===== config.mk =====
export PLATFORM = sky130hd
export DESIGN_NAME = my_subtractor
export DESIGN_NICKNAME = d
export VERILOG_FILES = /design/src/rtl/my_subtractor.sv
export SDC_FILE = /design/constraint.sdc
export NUM_CORES = 1
export LEC_CHECK = 0
export BUFFER_PORTS_ARGS = -buffer_cell sky130_fd_sc_hd__buf_2
export CAP_MARGIN = 10
export CORE_AREA = 4 4 75 77
export CTS_CLUSTER_DIAMETER = 80
export DETAILED_ROUTE_END_ITERATION = 12
export DIE_AREA = 0 0 79 81
export PLACE_DENSITY = 0.65
export SLEW_MARGIN = 20
export SYNTH_ARGS = -nofsm -noshare
export SYNTH_HDL_FRONTEND = slang
export SYNTH_SLANG_ARGS = --single-unit

===== constraint.sdc =====
create_clock -name clk -period 0.8 [get_ports clk]
set_clock_uncertainty 0.1 [all_clocks]
set_input_delay 0 -clock clk [delete_from_list [all_inputs] [get_ports clk]]
set_output_delay 0 -clock clk [all_outputs]
set_load 0.01 [all_outputs]

===== src/rtl/my_subtractor.sv =====
// ---------------------------------------------------------------------------
// my_subtractor
//   32-bit unsigned subtractor with borrow-in and registered outputs.
//   The difference is formed as S = A + ~B + ~C0 through a 32-cell
//   ripple-carry chain of 1-bit full adders.
//   Res = S[31:0] = (A - B - C0) mod 2^32.
//   C   = S[32], which is 1 when no borrow occurred (A >= B + C0).
//   Latency is one cycle, and a new operand set is accepted on every clock.
//
// Ports
//   clk   in   1   sole clock, rising edge
//   rst_n in   1   asynchronous active-low reset; clears Res and C
//   A     in  32   minuend, unsigned
//   B     in  32   subtrahend, unsigned
//   C0    in   1   borrow-in (1 = subtract one extra)
//   Res   out 32   registered difference
//   C     out  1   registered carry-out (1 = no borrow, 0 = borrow)
// ---------------------------------------------------------------------------

// One cell of the chain. The subtrahend bit is inverted here, so the
// chain adds ~B to A.
module my_subtractor_fa (
  input  logic a_i,
  input  logic b_i,
  input  logic cin_i,
  output logic sum_o,
  output logic cout_o
);
  logic nb;

  assign nb     = ~b_i;
  assign sum_o  = a_i ^ nb ^ cin_i;
  assign cout_o = (a_i & nb) | (a_i & cin_i) | (nb & cin_i);
endmodule

module my_subtractor (
  input  logic        clk,
  input  logic        rst_n,
  input  logic [31:0] A,
  input  logic [31:0] B,
  input  logic        C0,
  output logic [31:0] Res,
  output logic        C
);
  logic [32:0] carry;
  logic [31:0] res_d;
  logic        c_d;
  logic [31:0] res_q;
  logic        c_q;

  // Borrow-in enters the chain inverted: ~C0 supplies the "+1" of the
  // two's complement of B when there is no borrow.
  assign carry[0] = ~C0;

  for (genvar i = 0; i < 32; i++) begin : g_chain
    my_subtractor_fa u_fa (
      .a_i   (A[i]),
      .b_i   (B[i]),
      .cin_i (carry[i]),
      .sum_o (res_d[i]),
      .cout_o(carry[i+1])
    );
  end

  assign c_d = carry[32];

  // ---- stage boundary: operand chain -> registered result ----
  always_ff @(posedge clk or negedge rst_n) begin
    if (!rst_n) begin
      res_q <= 32'h0000_0000;
      c_q   <= 1'b0;
    end else begin
      res_q <= res_d;
      c_q   <= c_d;
    end
  end

  assign Res = res_q;
  assign C   = c_q;
endmodule


==> results.md, run 1 <==
- Status: finished, violations left
- Violated checks: hold timing, setup timing
- Min-Delay Endpoint: C
- Placed inst area: 2400 um2
- Post-synthesis compound-gate area fraction: 0%
- Dpl cells: 299
- Largest net degree at the start of global routing: 34
- Row count: 26
- Synth Instances: 129
- Arr. time, crit path: 11.44 ns
- Total global-route track usage: 10.5%
- Seq cells post-synth: 33
- Pint: 3.38 mW
- Yosys top cell by area: dfrtp_1
- Yosys warns: 0
- Port Buffers: 99
- Yosys cell types: 3
- DR WL/cell: 10.8 um
- Post-route worst setup slack: -10.60 ns
- Worst hold path class: in -> reg
- Post-CTS Setup Inserts: 0
- Hold_ws: -0.0456 ns
- DR pass1 iterations: 4
- Synth Net Count: 228
- Clock power share: 23.7%
- Max Slew Vio Count: 0
- Area Overhead vs Synth: 50.5%
- Simple-gate share of the synthesized area: 0%
- CP Launch Point: A[0]
- Sequential fraction of design power: 44.2%
- CTS tree: done
- Post-CTS Hold Fix Bufs: 1
- F_max: 87.7 MHz
- RSZ-0062 raised after global routing: true
- GP Congestion: 0.667
- Final wirelength: 3.33 mm
- Switching pwr: 1.37 mW
- Dominant cells by area after synthesis: dfrtp_1, fa_1, inv_1
- Via count: 1124
- Final Core Density: 51.3%
- Setup CP Type: in -> reg
- Worst hold stages: 2
- First-pass GRT wire length: 5.17 mm
- CTS Root Cell: clkbuf_8
- Die area: 6400 um2
- Commonest non-fill, non-tap cell in the layout: buf_2
- Post-Layout Cell Count: 308
- Crit-path max cell delay: 0.41 ns
- Htree depth: 2
- Most frequent cells in the layout: buf_2, inv_1, dfrtp_1
- Ant diodes: 0
- Clock transition at the registers of the reported paths: 0.06 ns
- HP Start: A[31]
- Via/cell ratio: 3.65
- Sw Share: 28.8%
- DRT iter0 DRCs: 4
- Synthesized area: 1710 um2
- Fraction of the mapped netlist area in adder cells: 37.5%
- Multiplexer share of the synthesized area: 0%
- Remaining DRCs: 0
- CP dominant cell by count: fa_2
- Final Hold Fails: 31
- Area occupied by multi-input gates: 721 um2
- Die width: 79 um
- Final period utilization: 1420%
- Post-Synth XOR/XNOR Area: 0%
- Worst setup EP type: flop
- Die height: 81 um
- Starting Density: 34.1%
- Antenna-violating nets left: 0
- Pwr dens: 1850 nW/um2
- IO Count: 100
- Max transition margin: 88.3%
- Setup-failing EPs final: 65
- Post-synthesis sequential area ratio: 48.4%
- Final Cell Area: 2570 um2
- Hpwl dp: 3.06 mm
- Worst-case vdd ir drop: 0.951 mV
- Post-route minimum period: 11.40 ns
- Slowest cell on crit path: fa_2
- Largest family of logic cells by synthesized area: adder cells
- Post-Syn Area per Cell: 13.2 um2
- Fillers: 463
- CTS Buffer Depth: 2
- Post-synth top area share: 48.4%
- Worst-margin pin slew: 0.175 ns
- NumNets Final: 336
- Global route overflow: 0
- FF/Latch Area: 826 um2
- CP startpoint kind: input port
- Vias in the first global route: 1197
- CTS sink cnt: 33
- CP Max Fanout: 1
- CORE AREA: 5010 um2
- Share of cells above drive strength 1: 65.5%
- Initial antenna violation count: 0
- CTS Buf Count: 5
- Lkg Pwr: 1.39 nW
- Comb pwr share: 32.2%
- Required @ worst endpoint: 0.84 ns
- Max-cap violations: 0
[layout make-up]
class | instances | area share (%)
multi-input combinational | 32 | 28.1
timing repair buffer | 101 | 23.5
inverter | 64 | 9.64
clock inverter | 2 | 0.390
tap | 70 | 3.41
clock buffer | 6 | 2.83
sequential | 33 | 32.1
[state kept, by name (all words and copies together), names as in the netlist]
| signal | count |
|---|---|
| C | 1 |
| Res | 32 |
[synth_stat cells]
cell type  count
dfrtp_1       33
inv_1         64
fa_1          32
[power groups by stage]
stage	clock [mW]	sequential, mW	combinational (mW)
floorplan	0	2.30	0.459
global placement	0	2.10	1.33
detailed placement	0	2.10	1.38
CTS	1.18	2.09	1.47
global route	1.25	2.13	1.72
finish	1.12	2.09	1.52
[per-stage QoR]
| step | hold slack [ns] | total power, mW | worst slack (ns) | TNS, ns |
|---|---|---|---|---|
| after floorplan | -0.396 | 2.75 | -10.49 | -179.48 |
| after global placement | -0.136 | 3.43 | -10.85 | -188.53 |
| after detailed placement | -0.136 | 3.48 | -10.97 | -190.81 |
| after CTS | -0.0514 | 4.73 | -10.64 | -182.08 |
| after global routing | -0.0534 | 5.10 | -10.81 | -185.81 |
| final | -0.0456 | 4.74 | -10.60 | -181.12 |
[routing by layer]
metal / vias to the layer above / GRT usage (%) / share of wire [%]
met3: 2 / 2.33 / 7.8
met4: 0 / 3.09 / 0.93
met2: 46 / 19.8 / 59
met5: - / 0 / 0
met1: 537 / 11.9 / 32
li1: 539 / - / -
[repair_timing]
| action | CTS | global route |
|---|---|---|
| gates resized for setup | 13 | 16 |
| endpoints found under the setup margin | 65 | 65 |
| hold endpoints to repair | 64 | 29 |
[cell families after synthesis]
group	count (synthesis)
fa+ha+maj	32
buf+inv	64
flops	33
[worst max path at each step]
stage / endpoint / slack (ns) / cells after the start
finish: Res[31] / -10.60 / 35
detailed placement: Res[31] / -10.97 / 35
global route: Res[31] / -10.81 / 35
global placement: Res[31] / -10.85 / 35
CTS: Res[31] / -10.64 / 35
floorplan: Res[31] / -10.49 / 34
[worst max-delay path: cells and delay by family]
kind | cells | cell delay, ns
buf+inv | 3 | 0.16
fa+ha+maj | 32 | 11.26
Power figures use the tool's default switching activity.
==> inputs of run 2 (changes only) <==
--- a/config.mk
+++ b/config.mk
@@ -7,11 +7,11 @@
 export LEC_CHECK = 0
 export BUFFER_PORTS_ARGS = -buffer_cell sky130_fd_sc_hd__buf_2
 export CAP_MARGIN = 10
-export CORE_AREA = 4 4 75 77
+export CORE_AREA = 2 2 53 104
 export CTS_CLUSTER_DIAMETER = 80
 export DETAILED_ROUTE_END_ITERATION = 12
-export DIE_AREA = 0 0 79 81
-export PLACE_DENSITY = 0.65
+export DIE_AREA = 0 0 55 106
+export SETUP_SLACK_MARGIN = 0.02
 export SLEW_MARGIN = 20
 export SYNTH_ARGS = -nofsm -noshare
 export SYNTH_HDL_FRONTEND = slang
==> results.md, run 2 (same netlist as run 1, synthesis figures left out) <==
- Status: finished, violations left (unchanged)
- Violated checks: hold timing, setup timing (unchanged)
- Hold_ws: -0.0583 ns (was -0.0456 ns)
- Largest net degree at the start of global routing: 34 (unchanged)
- First-pass GRT wire length: 5.01 mm (was 5.17 mm)
- Antenna-violating nets left: 0 (unchanged)
- Vias in the first global route: 1301 (was 1197)
- Setup-failing EPs final: 65 (unchanged)
- Required @ worst endpoint: 0.84 ns (about the same)
- Largest register FFs: 32 (unchanged)
- Post-CTS Hold Fix Bufs: 1 (unchanged)
- Max-cap violations: 0 (unchanged)
- Crit-path max cell delay: 0.41 ns (about the same)
- Area Overhead vs Synth: 48.0% (was 50.5%)
- CP startpoint kind: input port (unchanged)
- Total global-route track usage: 12.2% (was 10.5%)
- Setup CP Type: in -> reg (unchanged)
- Worst slack at placement: -10.95 ns (was -10.97 ns)
- Die width: 55 um (was 79 um)
- Wl on met1: 887 um (was 1.08 mm)
- Final Core Density: 49.6% (was 51.3%)
- IO Count: 100 (unchanged)
- Placed inst area: 2380 um2 (was 2400 um2)
- Port Buffers: 99 (unchanged)
- Min-Delay Endpoint: C (unchanged)
- Max layer used: met4 (unchanged)
- Lkg Pwr: 1.38 nW (was 1.39 nW)
- CTS Buf Count: 5 (unchanged)
- WL met2: 1.84 mm (was 1.97 mm)
- HP Start: A[31] (unchanged)
- Most frequent cells in the layout: buf_2, inv_1, dfrtp_1 (unchanged)
- Starting Density: 33.5% (was 34.1%)
- DR pass1 iterations: 4 (unchanged)
- Final Hold Fails: 31 (unchanged)
- Max Slew Vio Count: 0 (unchanged)
- NumNets Final: 336 (unchanged)
- CORE AREA: 5090 um2 (was 5010 um2)
- F_max: 88.1 MHz (was 87.7 MHz)
- CTS tree: done (unchanged)
- Remaining DRCs: 0 (unchanged)
- Row count: 37 (was 26)
- Worst hold path class: in -> reg (unchanged)
- Met3 wire len: 366 um (was 261 um)
- Final wirelength: 3.18 mm (was 3.33 mm)
- CTS Root Cell: clkbuf_8 (unchanged)
- Final period utilization: 1420% (about the same)
- CTS sink cnt: 33 (unchanged)
- Clock transition at the registers of the reported paths: 0.06 ns (about the same)
- DR WL/cell: 10.8 um (about the same)
- Ant diodes: 0 (unchanged)
- DRT iter0 DRCs: 8 (was 4)
- Pwr dens: 1840 nW/um2 (was 1850 nW/um2)
- GP Congestion: 0.698 (was 0.667)
- Worst setup EP type: flop (unchanged)
- Worst-margin pin slew: 0.176 ns (was 0.175 ns)
- Arr. time, crit path: 11.39 ns (was 11.44 ns)
- Setup TNS: -179.32 ns (was -181.12 ns)
- Max transition margin: 88.3% (about the same)
- Die area: 5830 um2 (was 6400 um2)
- Hpwl dp: 2.80 mm (was 3.06 mm)
- Post-route worst setup slack: -10.55 ns (was -10.60 ns)
- Share of cells above drive strength 1: 64.8% (was 65.5%)
- Die height: 106 um (was 81 um)
- CP dominant cell by count: fa_2 (unchanged)
- Final Cell Area: 2530 um2 (was 2570 um2)
- Slowest cell on crit path: fa_2 (unchanged)
- Pwr Total: 4.64 mW (was 4.74 mW)
- Worst-case vdd ir drop: 1.25 mV (was 0.951 mV)
- Post-route minimum period: 11.35 ns (was 11.40 ns)
- RSZ-0062 raised after global routing: true (unchanged)
- Initial antenna violation count: 0 (unchanged)
- Via/cell ratio: 3.98 (was 3.65)
- Global route overflow: 0 (unchanged)
- Worst hold stages: 2 (unchanged)
- Commonest non-fill, non-tap cell in the layout: buf_2 (unchanged)
- Via count: 1169 (was 1124)
- CTS Buffer Depth: 2 (unchanged)
- Htree depth: 2 (unchanged)
- CP Max Fanout: 1 (unchanged)
## run 2: cell count changes in the layout (fill, tap and decap cells not counted)
| cell | change |
|---|---|
| buf_2 | +3 |
| buf_6 | -3 |
| clkbuf_1 | -1 |
| clkinv_2 | -1 |
| inv_1 | +2 |
| inv_2 | -2 |
## run 2: worst max-delay path, delay by kind of cell
family	cells	cell delay [ns]
adders and majority gates	32	11.19
buffers and inverters	3	0.17
## run 2: through the flow
| stage | hold WS [ns] | cells |
|---|---|---|
| finish | -0.0583 | 294 |
| global route | -0.0578 | 294 |
| CTS | -0.0663 | 294 |
| detailed placement | -0.128 | 287 |
| global placement | -0.129 | 287 |
| floorplan | -0.396 | 129 |
## run 2: cell type report
type                            instances  area [um2]
Multi-Input combinational cell         32         721
Fill cell                             497        2570
Sequential cell                        33         826
Timing Repair Buffer                  101         586
Tap cell                               58        72.6
Clock inverter                          1        5.00
Inverter                               64         248
Clock buffer                            5        68.8
## run 2: metal layers
layer  vias to the layer above  GRT usage [%]
li1                        536              -
met1                       559           11.0
met2                        68           21.8
met3                         6           4.63
met4                         0           6.10
met5                         -              0
## run 2: how the worst max path moves through the flow
stage	from	to	slack, ns	cells past startpoint
after floorplan	A[0]	Res[31]	-10.49	34
after global placement	A[0]	Res[31]	-10.84	35
after detailed placement	A[0]	Res[31]	-10.95	35
after CTS	A[0]	Res[31]	-10.58	35
after global routing	A[0]	Res[31]	-10.82	35
final	A[0]	Res[31]	-10.55	35
## run 2: where the power goes
part | total (mW) | switching (mW) | internal [mW]
clock | 1.07 | 0.501 | 0.570
sequential | 2.08 | 0.0890 | 2.00
combinational | 1.48 | 0.737 | 0.743
total | 4.64 | 1.33 | 3.31
## run 2: repair_timing
action / CTS / global route
setup buffers: 0 / 0
resized for setup: 8 / 16
hold endpoints to repair: 66 / 32
cloned: 0 / 0
endpoints found under the setup margin: 65 / 65
